--- config.mk ---
export PLATFORM = sky130hd
export DESIGN_NAME = control_unit
export DESIGN_NICKNAME = d
export VERILOG_FILES = /design/src/rtl/control_unit.sv
export SDC_FILE = /design/constraint.sdc
export NUM_CORES = 1
export LEC_CHECK = 0
export ABC_AREA = 1
export CAP_MARGIN = 20
export CORE_MARGIN = 2
export CORE_UTILIZATION = 42
export CTS_CLUSTER_DIAMETER = 120
export DETAILED_ROUTE_END_ITERATION = 12
export PLACE_DENSITY = 0.83
export SYNTH_ARGS = -nofsm -noshare
export SYNTH_HDL_FRONTEND = slang
export SYNTH_SLANG_ARGS = --single-unit
--- constraint.sdc ---
create_clock -name Clock -period 4 [get_ports Clock]
set_clock_uncertainty 0.05 [all_clocks]
set_input_delay 0.8 -clock Clock [delete_from_list [all_inputs] [get_ports Clock]]
set_output_delay 0.8 -clock Clock [all_outputs]
set_load 0.05 [all_outputs]
--- src/rtl/control_unit.sv ---
// Multi-cycle sequencer for the processor datapath: fetches from a registered
// instruction ROM, holds PC/IR, and decodes the IR into datapath controls.
//
// state  | meaning
// INIT   | post-reset idle, one cycle before the first fetch
// FETCH  | IR <= ROM data, PC <= PC + 1
// DECODE | select the execute state from IR[15:12]
// NOOP   | no datapath activity
// LOAD_A | data memory read cycle
// LOAD_B | memory data written back into the register file
// STORE  | register port A written to data memory
// ADD    | Ra + Rb written back
// SUB    | Ra - Rb written back
// HALT   | frozen until reset
module control_unit #(
  parameter int PC_WIDTH = 7
) (
  input  logic                Clock,
  input  logic                Reset,
  input  logic [15:0]         IR_data,
  output logic [PC_WIDTH-1:0] PC_addr,
  output logic [15:0]         IR_out,
  output logic [3:0]          state_out,
  output logic [7:0]          D_addr,
  output logic                D_wr,
  output logic                RF_s,
  output logic [3:0]          RF_W_addr,
  output logic                RF_W_wr,
  output logic [3:0]          RF_Ra_addr,
  output logic                RF_Ra_rd,
  output logic [3:0]          RF_Rb_addr,
  output logic                RF_Rb_rd,
  output logic [2:0]          Alu_s0
);

  typedef enum logic [3:0] {
    S_INIT   = 4'd0,
    S_FETCH  = 4'd1,
    S_DECODE = 4'd2,
    S_NOOP   = 4'd3,
    S_LOAD_A = 4'd4,
    S_LOAD_B = 4'd5,
    S_STORE  = 4'd6,
    S_ADD    = 4'd7,
    S_SUB    = 4'd8,
    S_HALT   = 4'd9
  } state_t;

  state_t              state;
  logic [PC_WIDTH-1:0] pc;
  logic [15:0]         ir;

  always_ff @(posedge Clock or negedge Reset) begin
    if (!Reset) begin
      state <= S_INIT;
      pc    <= '0;
      ir    <= '0;
    end else begin
      case (state)
        S_INIT:  state <= S_FETCH;
        S_FETCH: begin
          ir    <= IR_data;
          pc    <= pc + 1'b1;
          state <= S_DECODE;
        end
        S_DECODE: begin
          case (ir[15:12])
            4'h1:    state <= S_STORE;
            4'h2:    state <= S_LOAD_A;
            4'h3:    state <= S_ADD;
            4'h4:    state <= S_SUB;
            4'h5:    state <= S_HALT;
            default: state <= S_NOOP;
          endcase
        end
        S_LOAD_A: state <= S_LOAD_B;
        S_HALT:   state <= S_HALT;
        default:  state <= S_FETCH;
      endcase
    end
  end

  assign PC_addr   = pc;
  assign IR_out    = ir;
  assign state_out = state;

  // Controls depend only on registered state/IR, so reset clears them at once.
  always_comb begin
    D_addr     = '0;
    D_wr       = 1'b0;
    RF_s       = 1'b0;
    RF_W_addr  = '0;
    RF_W_wr    = 1'b0;
    RF_Ra_addr = '0;
    RF_Ra_rd   = 1'b0;
    RF_Rb_addr = '0;
    RF_Rb_rd   = 1'b0;
    Alu_s0     = 3'b000;
    case (state)
      S_LOAD_A, S_LOAD_B: begin
        D_addr    = ir[11:4];
        RF_s      = 1'b1;
        RF_W_addr = ir[3:0];
        RF_W_wr   = (state == S_LOAD_B);
      end
      S_STORE: begin
        D_addr     = ir[7:0];
        RF_Ra_addr = ir[11:8];
        RF_Ra_rd   = 1'b1;
        D_wr       = 1'b1;
      end
      S_ADD, S_SUB: begin
        RF_Ra_addr = ir[11:8];
        RF_Rb_addr = ir[7:4];
        RF_Ra_rd   = 1'b1;
        RF_Rb_rd   = 1'b1;
        Alu_s0     = (state == S_ADD) ? 3'b001 : 3'b010;
        RF_W_addr  = ir[3:0];
        RF_W_wr    = 1'b1;
      end
      default: ;
    endcase
  end

endmodule

==> qor.yml <==
p_comb_share_pct: 67.1
seq_area_frac_synth_pct: 48.1
synth.distinct_cells: 23
area_growth_pct: 53.8
hp-start: "PC_addr[3]"
final-hold-violation-count: 0
post-route-drc-count: 0
cp.buffers_inverters: 3
dp_hpwl_um: 2780
peakVddDrop_uv: 679
finalMaxSlewViolations: 0
place_congestion: 0.788
setup-tns-final_ps: 0
initial_core_util_pct: 44.9
post_cts_buffers: 0
worst_slack_ps: 583
pre_cts_ws_ps: 957
fillers: 272
cp-end-kind: "output pin"
grt_pass1_vias: 1279
diodes: 0
insertion_delay_ps: 320
routed_wirelength_um: 3680
drive_gt1_share_pct: 4.69
via_per_inst: 4.75
worstSetupPathType: "register to output pin"
leakagePower_nw: 1.06
first_pass_iters: 4
nets: 276
dieArea_um2: 3820
synthCells: 186
vias: 1426
die_w_um: 61.8
p_per_area_nw_per_um2: 892
overflow: 0
drt_iter0_drc: 63
avgSynthCellArea_um2: 7.55
clk_pin_slew_ps: 150
cp_max_fo: 13
swShare_pct: 57.2
switching_power_w: 0.00110
cap_viol_max_count: 0
rsz0062_at_grt: "no"
path_common_cell: "inv_1"
pwr-share-seq_pct: 26.8
setup_viol: 0
route.antenna.remaining_nets: 0
yosys.area.top_type: "dfrtp_1"
cts_buffers: 3
clk_path_buf_depth: 2
cts_resized: 0
path_cells: "inv_1 > nand4_1 > nand3_2 > nand2_1 > inv_1 > clkdlybuf4s50_1"
core_um2: 3130
cts.sinks: 27
wl_per_cell_um: 12.3
worst_pin_slew_ps: 557
slowest_stage: "clkdlybuf4s50_1"
io_buffers: 71
path_delay_family: "buffers and inverters"
cp-startpoint: "state_out[1]"
status: "finished, final reports clean"
htreeDepth: 1
die_y_um: 61.8
fin_cells: 300
synth_nets: 205
r2r-start: "state_out[3]"
antenna_found_initial: 0
rows: 20
grt_max_degree: 30
p_int_w: 0.000824
start_kind: "register"
synth_area_um2: 1400
critPathArrivalTime_ps: 2570
min_period_ps: 3420
grt_pass1_wl_um: 5610
hold_buffers: 0
grt_use_total_pct: 19.9
maxSlewHeadroom_pct: 62.7
ys_warn_count: 0
max_stage_delay_ps: 800
min_path_type: "register to register"
synth_top_area_share_pct: 48.1
period_share_pct: 85.4
cp.required_ps: 3150
cts_root_buf: "clkbuf_4"
ys_seq_elements: 27
max_freq_ghz: 0.293
synth_area_leaders: "dfrtp_1 48%, nand2_1 19%, inv_1 6.4%"
dpl.cell_count: 296
cts_tree: "yes"
io_pins: 73
clkPwrFrac_pct: 6.1
==> final timing paths <==
kind                                      to  slack, ps  depth (start not counted)
worst max-delay path            RF_W_addr[0]        580                          6
worst min-delay path              PC_addr[3]        480                          1
worst max register to register     IR_out[7]       2440                          5
worst min register to register    PC_addr[3]        480                          1
max in group asynchronous          IR_out[8]       2870                          2
min in group asynchronous         PC_addr[2]        780                          2
==> through the flow <==
step,total power [W],utilization (%),hold WS (ps),area [um2]
finish,0.00193,69.0,480,2160
global route,0.00205,69.0,487,2160
CTS,0.00194,69.0,480,2160
detailed placement,0.00182,68.2,459,2130
global placement,0.00180,68.2,453,2130
floorplan,0.00143,-,454,1400
==> power groups by stage <==
| stage | sequential [W] | clock, W | combinational (W) |
|---|---|---|---|
| 6_report | 0.000516 | 0.000117 | 0.00129 |
| 3_3_place_gp | 0.000520 | 0 | 0.00128 |
| 5_1_grt | 0.000537 | 0.000132 | 0.00138 |
| 4_1_cts | 0.000518 | 0.000121 | 0.00130 |
| 2_1_floorplan | 0.000928 | 0 | 0.000498 |
| 3_5_place_dp | 0.000524 | 0 | 0.00130 |
==> cells in the final DEF, fill, tap and decap left out <==
| cell type | instances |
|---|---|
| inv_2 | 3 |
| nand2_4 | 1 |
| nand3_2 | 1 |
| ha_1 | 1 |
| a21oi_1 | 8 |
| o21ai_0 | 17 |
| buf_4 | 1 |
| nor2_4 | 1 |
| o22ai_1 | 4 |
| dfrtp_1 | 27 |
| clkdlybuf4s50_1 | 71 |
| clkbuf_4 | 3 |
| xnor2_1 | 1 |
| nor2_2 | 1 |
| nand3b_1 | 1 |
| clkinv_2 | 1 |
| conb_1 | 1 |
| xor2_1 | 3 |
| nand3_1 | 7 |
| nand4_1 | 1 |
| inv_1 | 24 |
| nor2_1 | 7 |
| nand2_1 | 71 |
==> registers in the layout (all words and copies together), names as in the netlist <==
register / count
IR_out: 16
PC_addr: 7
state_out: 4
==> cells in the mapped netlist <==
master / n
nand3_2: 1
clkbuf_2: 1
nand4_1: 1
o22ai_1: 4
nand3_1: 7
buf_6: 2
xnor2_1: 1
buf_4: 1
nand2_4: 1
inv_1: 24
o21ai_0: 17
a21oi_1: 8
conb_1: 1
nor2_1: 7
ha_1: 1
nor2_2: 1
buf_2: 2
xor2_1: 3
nor2_4: 1
inv_2: 3
nand3b_1: 1
dfrtp_1: 27
nand2_1: 71
==> cells by family (layout without fill, tap and decap cells) <==
| kind of cell | after synthesis | in the layout | synth area share [%] |
|---|---|---|---|
| AND/OR/NAND/NOR | 91 | 91 | 27.1 |
| adder cells (fa/ha/maj) | 1 | 1 | 0.891 |
| XOR/XNOR | 4 | 4 | 2.50 |
| flip-flops | 27 | 27 | 48.1 |
| other | 1 | 1 | 0.267 |
| buffers and inverters | 33 | 103 | 10.4 |
| AO/OA/AOI/OAI | 29 | 29 | 10.7 |
==> area by class of cell <==
type | count | area [um2] | share of cell area [%]
Timing Repair Buffer | 72 | 718 | 33.3
Sequential cell | 27 | 676 | 31.3
Inverter | 27 | 101 | 4.69
Clock inverter | 1 | 5.00 | 0.232
Tap cell | 44 | 55.1 | 2.55
Multi-Input combinational cell | 126 | 582 | 26.9
Clock buffer | 3 | 22.5 | 1.04
==> layer usage <==
layer  vias to the layer above  routed length (um)  track usage, %
li1                        716                   -               -
met1                       641                1510            23.8
met2                        65                1770            36.7
met3                         4                 359            4.14
met4                         0                  30            4.56
met5                         -                   0               0
Power figures use the tool's default switching activity.
==> variant 1, RTL diff (same settings) <==
Change the parameter `PC_WIDTH` from 7 to 9.
--- a/src/rtl/control_unit.sv
+++ b/src/rtl/control_unit.sv
@@ -14,5 +14,5 @@
 // HALT   | frozen until reset
 module control_unit #(
-  parameter int PC_WIDTH = 7
+  parameter int PC_WIDTH = 9
 ) (
   input  logic                Clock,
Interface: changed (resized PC_addr); port bits go from 73 to 75. The function was not compared with the original's and may differ.
==> variant 1 against the unedited design <==
  * Total power up 10%
  * Critical path type unchanged
  * Sequential cell count up 2
  * Maximum frequency up 9.7%
  * Design area up 13%
  * Worst setup slack better by 0.30 ns
  * Synthesized area up 13%
  * Routed wire length up 11%
  * Register-to-register slack worse by 0.35 ns
  * Highest routed layer unchanged
  * Largest power group unchanged
==> variant 1: results (changes against the unedited design) <==
vias in the first global route 1454 (+14%); post-synthesis mux area share 0 (unchanged); Worst Path Max Fanout 9 (-4); Placer Congestion 0.795 (+0.89%); wire length of the first global-routing pass 6690 microns (+19%); complex-gate fraction of the synthesized area 0.0673 (-0.0397); syn_nets 240 (+17%); GRT Overall Usage 0.203 (+0.00413); Synth Area in Adders 0.00792 (-0.000995); Post-Synth XOR/XNOR Area 0.0222 (-0.00279); fill count 306 (+13%); status finished clean; antenna cell count 0 (unchanged); maximum number of pins on one net before global-route repair 30 (unchanged); r2r setup slk 2.09 ns (-0.35 ns); Worst Hold Path Cells 2 (+1); Synth Warn # 0 (unchanged); Synth area leaders dfrtp_1 46%, nand2_1 25%, inv_1 6.9%; IO buf count 73 (+2.8%); clock buffer depth 2 (unchanged); hold_sp PC_addr[8]$_DFFE_PN0N_; post-synth cell types 19 (-17%); R2R Path End IR_out[5]$_DFFE_PN0N_; total CTS buffers 5 (+2); # resized after CTS 0 (unchanged); CTS HTree Levels 2 (+1); wire per inst 11.8 microns (-3.7%); Worst Hold End PC_addr[8]$_DFFE_PN0N_; worst skew pair latency 0.27 ns (-0.05 ns); Worst slew margin 0.656 (+0.0289); Initial DRC Count 83 (+32%); DP HPWL 3040 microns (+9.3%); VDD IR-drop max 431 uV (-37%); Seq/Total Area, Yosys 0.459 (-0.0221); Vias 1605 (+13%); Post-synth top cells 105 x nand2_1, 29 x dfrtp_1, 29 x inv_1; Leak Pwr 1.23 nW (+16%); worst r2r path cells 4 (-1); layout cells sized above 1 0.0604 (+0.0135); worst r2r src state_out[1]$_DFF_PN0_; fin nets 316 (+14%); clock-pin slew on the worst setup and hold paths 0.06 ns (-0.09 ns); CTS Root Cell clkbuf_8
-- variant 1: cell type report --
type | count | area [sq um] | area share
inverters | 31 | 116 | 0.0478
well taps | 48 | 60.1 | 0.0247
clock buffers | 7 | 96.3 | 0.0396
multi-input cells | 156 | 692 | 0.284
clock inverters | 1 | 5.00 | 0.00206
repair buffers | 74 | 738 | 0.303
flip-flops and latches | 29 | 726 | 0.298
-- variant 1: cell families after synthesis --
kind of cell	Yosys count
AO/OA/AOI/OAI	21
AND/OR/NAND/NOR	129
other	1
adder cells (fa/ha/maj)	1
XOR/XNOR	4
buffers and inverters	36
flip-flops	29
-- variant 1: worst max-delay path by stage --
stage	end	cells past startpoint
floorplan	D_addr[4]	4
global placement	D_addr[2]	6
detailed placement	RF_W_addr[2]	6
CTS	RF_W_addr[2]	6
global route	RF_W_addr[0]	6
finish	RF_W_addr[2]	6
-- variant 1: per-stage QoR --
step	power, mW	hold WS (ns)	setup slack, ns	cell area [sq um]	instances
detailed placement	1.87	0.473	1.18	2330	338
global route	2.26	0.530	0.723	2430	346
CTS	2.14	0.492	0.881	2430	346
finish	2.12	0.490	0.887	2430	346
floorplan	1.47	0.454	0.894	1580	221
global placement	1.85	0.465	1.22	2330	338
-- variant 1: power by group --
part           internal, mW  switching, mW  total, mW
combinational         0.383          0.910       1.29
sequential            0.421          0.144      0.565
clock                 0.155          0.106      0.261
-- variant 1: worst register-to-register path, cell delays in order (launching register included) --
cell and delay (ns):
dfrtp_1 0.41, inv_1 0.18, nand3_2 0.43, inv_2 0.54, o21ai_0 0.16
-- variant 1: per-layer routing --
layer	track usage	vias up	routed length, microns
li1	-	820	-
met1	0.262	723	1820
met2	0.347	58	1940
met3	0.0479	4	290
met4	0.0469	0	31
met5	0	-	0
==> variant 2, RTL diff (same settings) <==
Made on the original files. Register the input `IR_data` before use. The logic sees it one clock later.
--- a/src/rtl/control_unit.sv
+++ b/src/rtl/control_unit.sv
@@ -47,4 +47,10 @@
   } state_t;
 
+  logic [15:0] IR_data_q;
+
+  always_ff @(posedge Clock) begin
+    IR_data_q <= IR_data;
+  end
+
   state_t              state;
   logic [PC_WIDTH-1:0] pc;
@@ -60,5 +66,5 @@
         S_INIT:  state <= S_FETCH;
         S_FETCH: begin
-          ir    <= IR_data;
+          ir    <= IR_data_q;
           pc    <= pc + 1'b1;
           state <= S_DECODE;
Behaviour: not the same (a bounded check fails within 4 cycles, from zero or initial values and one cycle with Reset low).
==> variant 2 against the unedited design <==
  * Design area is 19% higher
  * Synthesized area up 24%
  * Count of clock-buffer cells in the layout rose by 4
  * Total power grew 17%
  * Routed wire length rose by 8.6%
  * Hold slack got worse by 0.11 ns
  * Worst setup slack improved by 0.0066 ns
  * Sequential cell count rose by 16
  * Utilization fell by 4.9 points
  * Die area is 23% higher
  * Critical path depth stayed put
==> variant 2: results (changes against the unedited design) <==
metal3 WL 156 microns (-57%); Post-synth top cells 71 x nand2_1, 27 x dfrtp_1, 26 x inv_1; syn_nets 222 (+8.3%); maximum number of pins on one net before global-route repair 30 (unchanged); layout cells sized above 1 0.0614 (+0.0145); DR pass1 iterations 4 (unchanged); hold crit path type reg2reg; vias in the first global route 1367 (+6.9%); Post-Layout Cell Count 327 (+9.0%); wire length of the first global-routing pass 6430 microns (+15%); CTS Root Cell clkbuf_8; DP HPWL 3090 microns (+11%); Leak Pwr 1.24 nW (+17%); status finished clean; Vias 1530 (+7.3%); GRT Overall Usage 0.190 (-0.00949); VDD IR-drop max 420 uV (-38%); Initial DRC Count 57 (-9.5%); Worst slew margin 0.643 (+0.0155); Synth area leaders dfrtp_1 39%, dfxtp_1 18%, nand2_1 15%; total CTS buffers 5 (+2); Worst Hold End IR_out[3]$_DFFE_PN0N_; critical path arrival 2.56 ns (about the same); R2R Path End IR_out[9]$_DFFE_PN0N_; cell count after placement 319 (+7.8%); fin nets 295 (+6.9%); asr flop ratio synth 0.628 (-0.372); WL met1 1700 microns (+12%); post-synth cell types 27 (+17%); Worst Path Max Fanout 13 (unchanged); worst r2r path cells 4 (-1); WHS 0.370 ns (-0.110 ns); hold_sp IR_data_q[3]$_DFF_P_; met2 WL 2030 microns (+15%); Seq/Total Area, Yosys 0.571 (+0.0901); wire per inst 12.2 microns (-0.39%); Mapped Cells 203 (+9.1%); Placer Congestion 0.767 (-2.7%)
[variant 2: metrics by stage]
| step | cell area [sq um] | total power, mW | setup slack (ns) |
|---|---|---|---|
| floorplan | 1740 | 1.62 | 0.897 |
| global placement | 2470 | 1.98 | 0.992 |
| detailed placement | 2470 | 2.01 | 0.879 |
| CTS | 2570 | 2.28 | 0.557 |
| global route | 2570 | 2.40 | 0.407 |
| finish | 2570 | 2.26 | 0.590 |
[variant 2: how the worst max path moves through the flow]
stage	from	end	slack, ns	cells after the start
final	state_out[1]$_DFF_PN0_	RF_W_addr[1]	0.59	6
after global routing	state_out[1]$_DFF_PN0_	RF_W_addr[0]	0.41	6
after CTS	state_out[1]$_DFF_PN0_	RF_W_addr[1]	0.56	6
after detailed placement	state_out[1]$_DFF_PN0_	RF_W_addr[1]	0.88	6
after global placement	state_out[1]$_DFF_PN0_	RF_W_addr[1]	0.99	6
after floorplan	state_out[2]$_DFF_PN0_	D_addr[0]	0.90	4
[variant 2: cell type report]
| type | instances | area, sq um |
|---|---|---|
| inverters | 28 | 105 |
| repair buffers | 72 | 718 |
| clock buffers | 7 | 86.3 |
| fillers | 345 | 1430 |
| flip-flops and latches | 43 | 996 |
| multi-input cells | 126 | 593 |
| well taps | 50 | 62.6 |
| clock inverters | 1 | 5.00 |
[variant 2: kinds of logic after synthesis]
| logic type | after synthesis | share of synthesized area |
|---|---|---|
| compound gates | 29 | 0.0883 |
| fa+ha+maj | 1 | 0.00718 |
| buf+inv | 34 | 0.0883 |
| xor+xnor | 4 | 0.0201 |
| flops | 43 | 0.571 |
| simple gates | 91 | 0.223 |
| other cells | 1 | 0.00215 |
[variant 2: layer usage]
layer	up-vias	GRT usage
met4	0	0.0850
li1	768	-
met2	40	0.321
met1	711	0.224
met5	-	0
met3	11	0.0510
[variant 2: power by group]
group          leakage [nW]  internal [mW]  switching, mW  total [mW]
registers             0.471          0.569          0.124       0.693
clock network        0.0482          0.139          0.134       0.274
logic                 0.720          0.390          0.907        1.30
total                  1.24           1.10           1.17        2.26
[variant 2: critical path: cells and delay by family, from the launching register on]
kind	cells	cell delay, ns
AND/OR/NAND/NOR	3	0.82
flip-flops	1	0.46
buffers and inverters	3	1.00
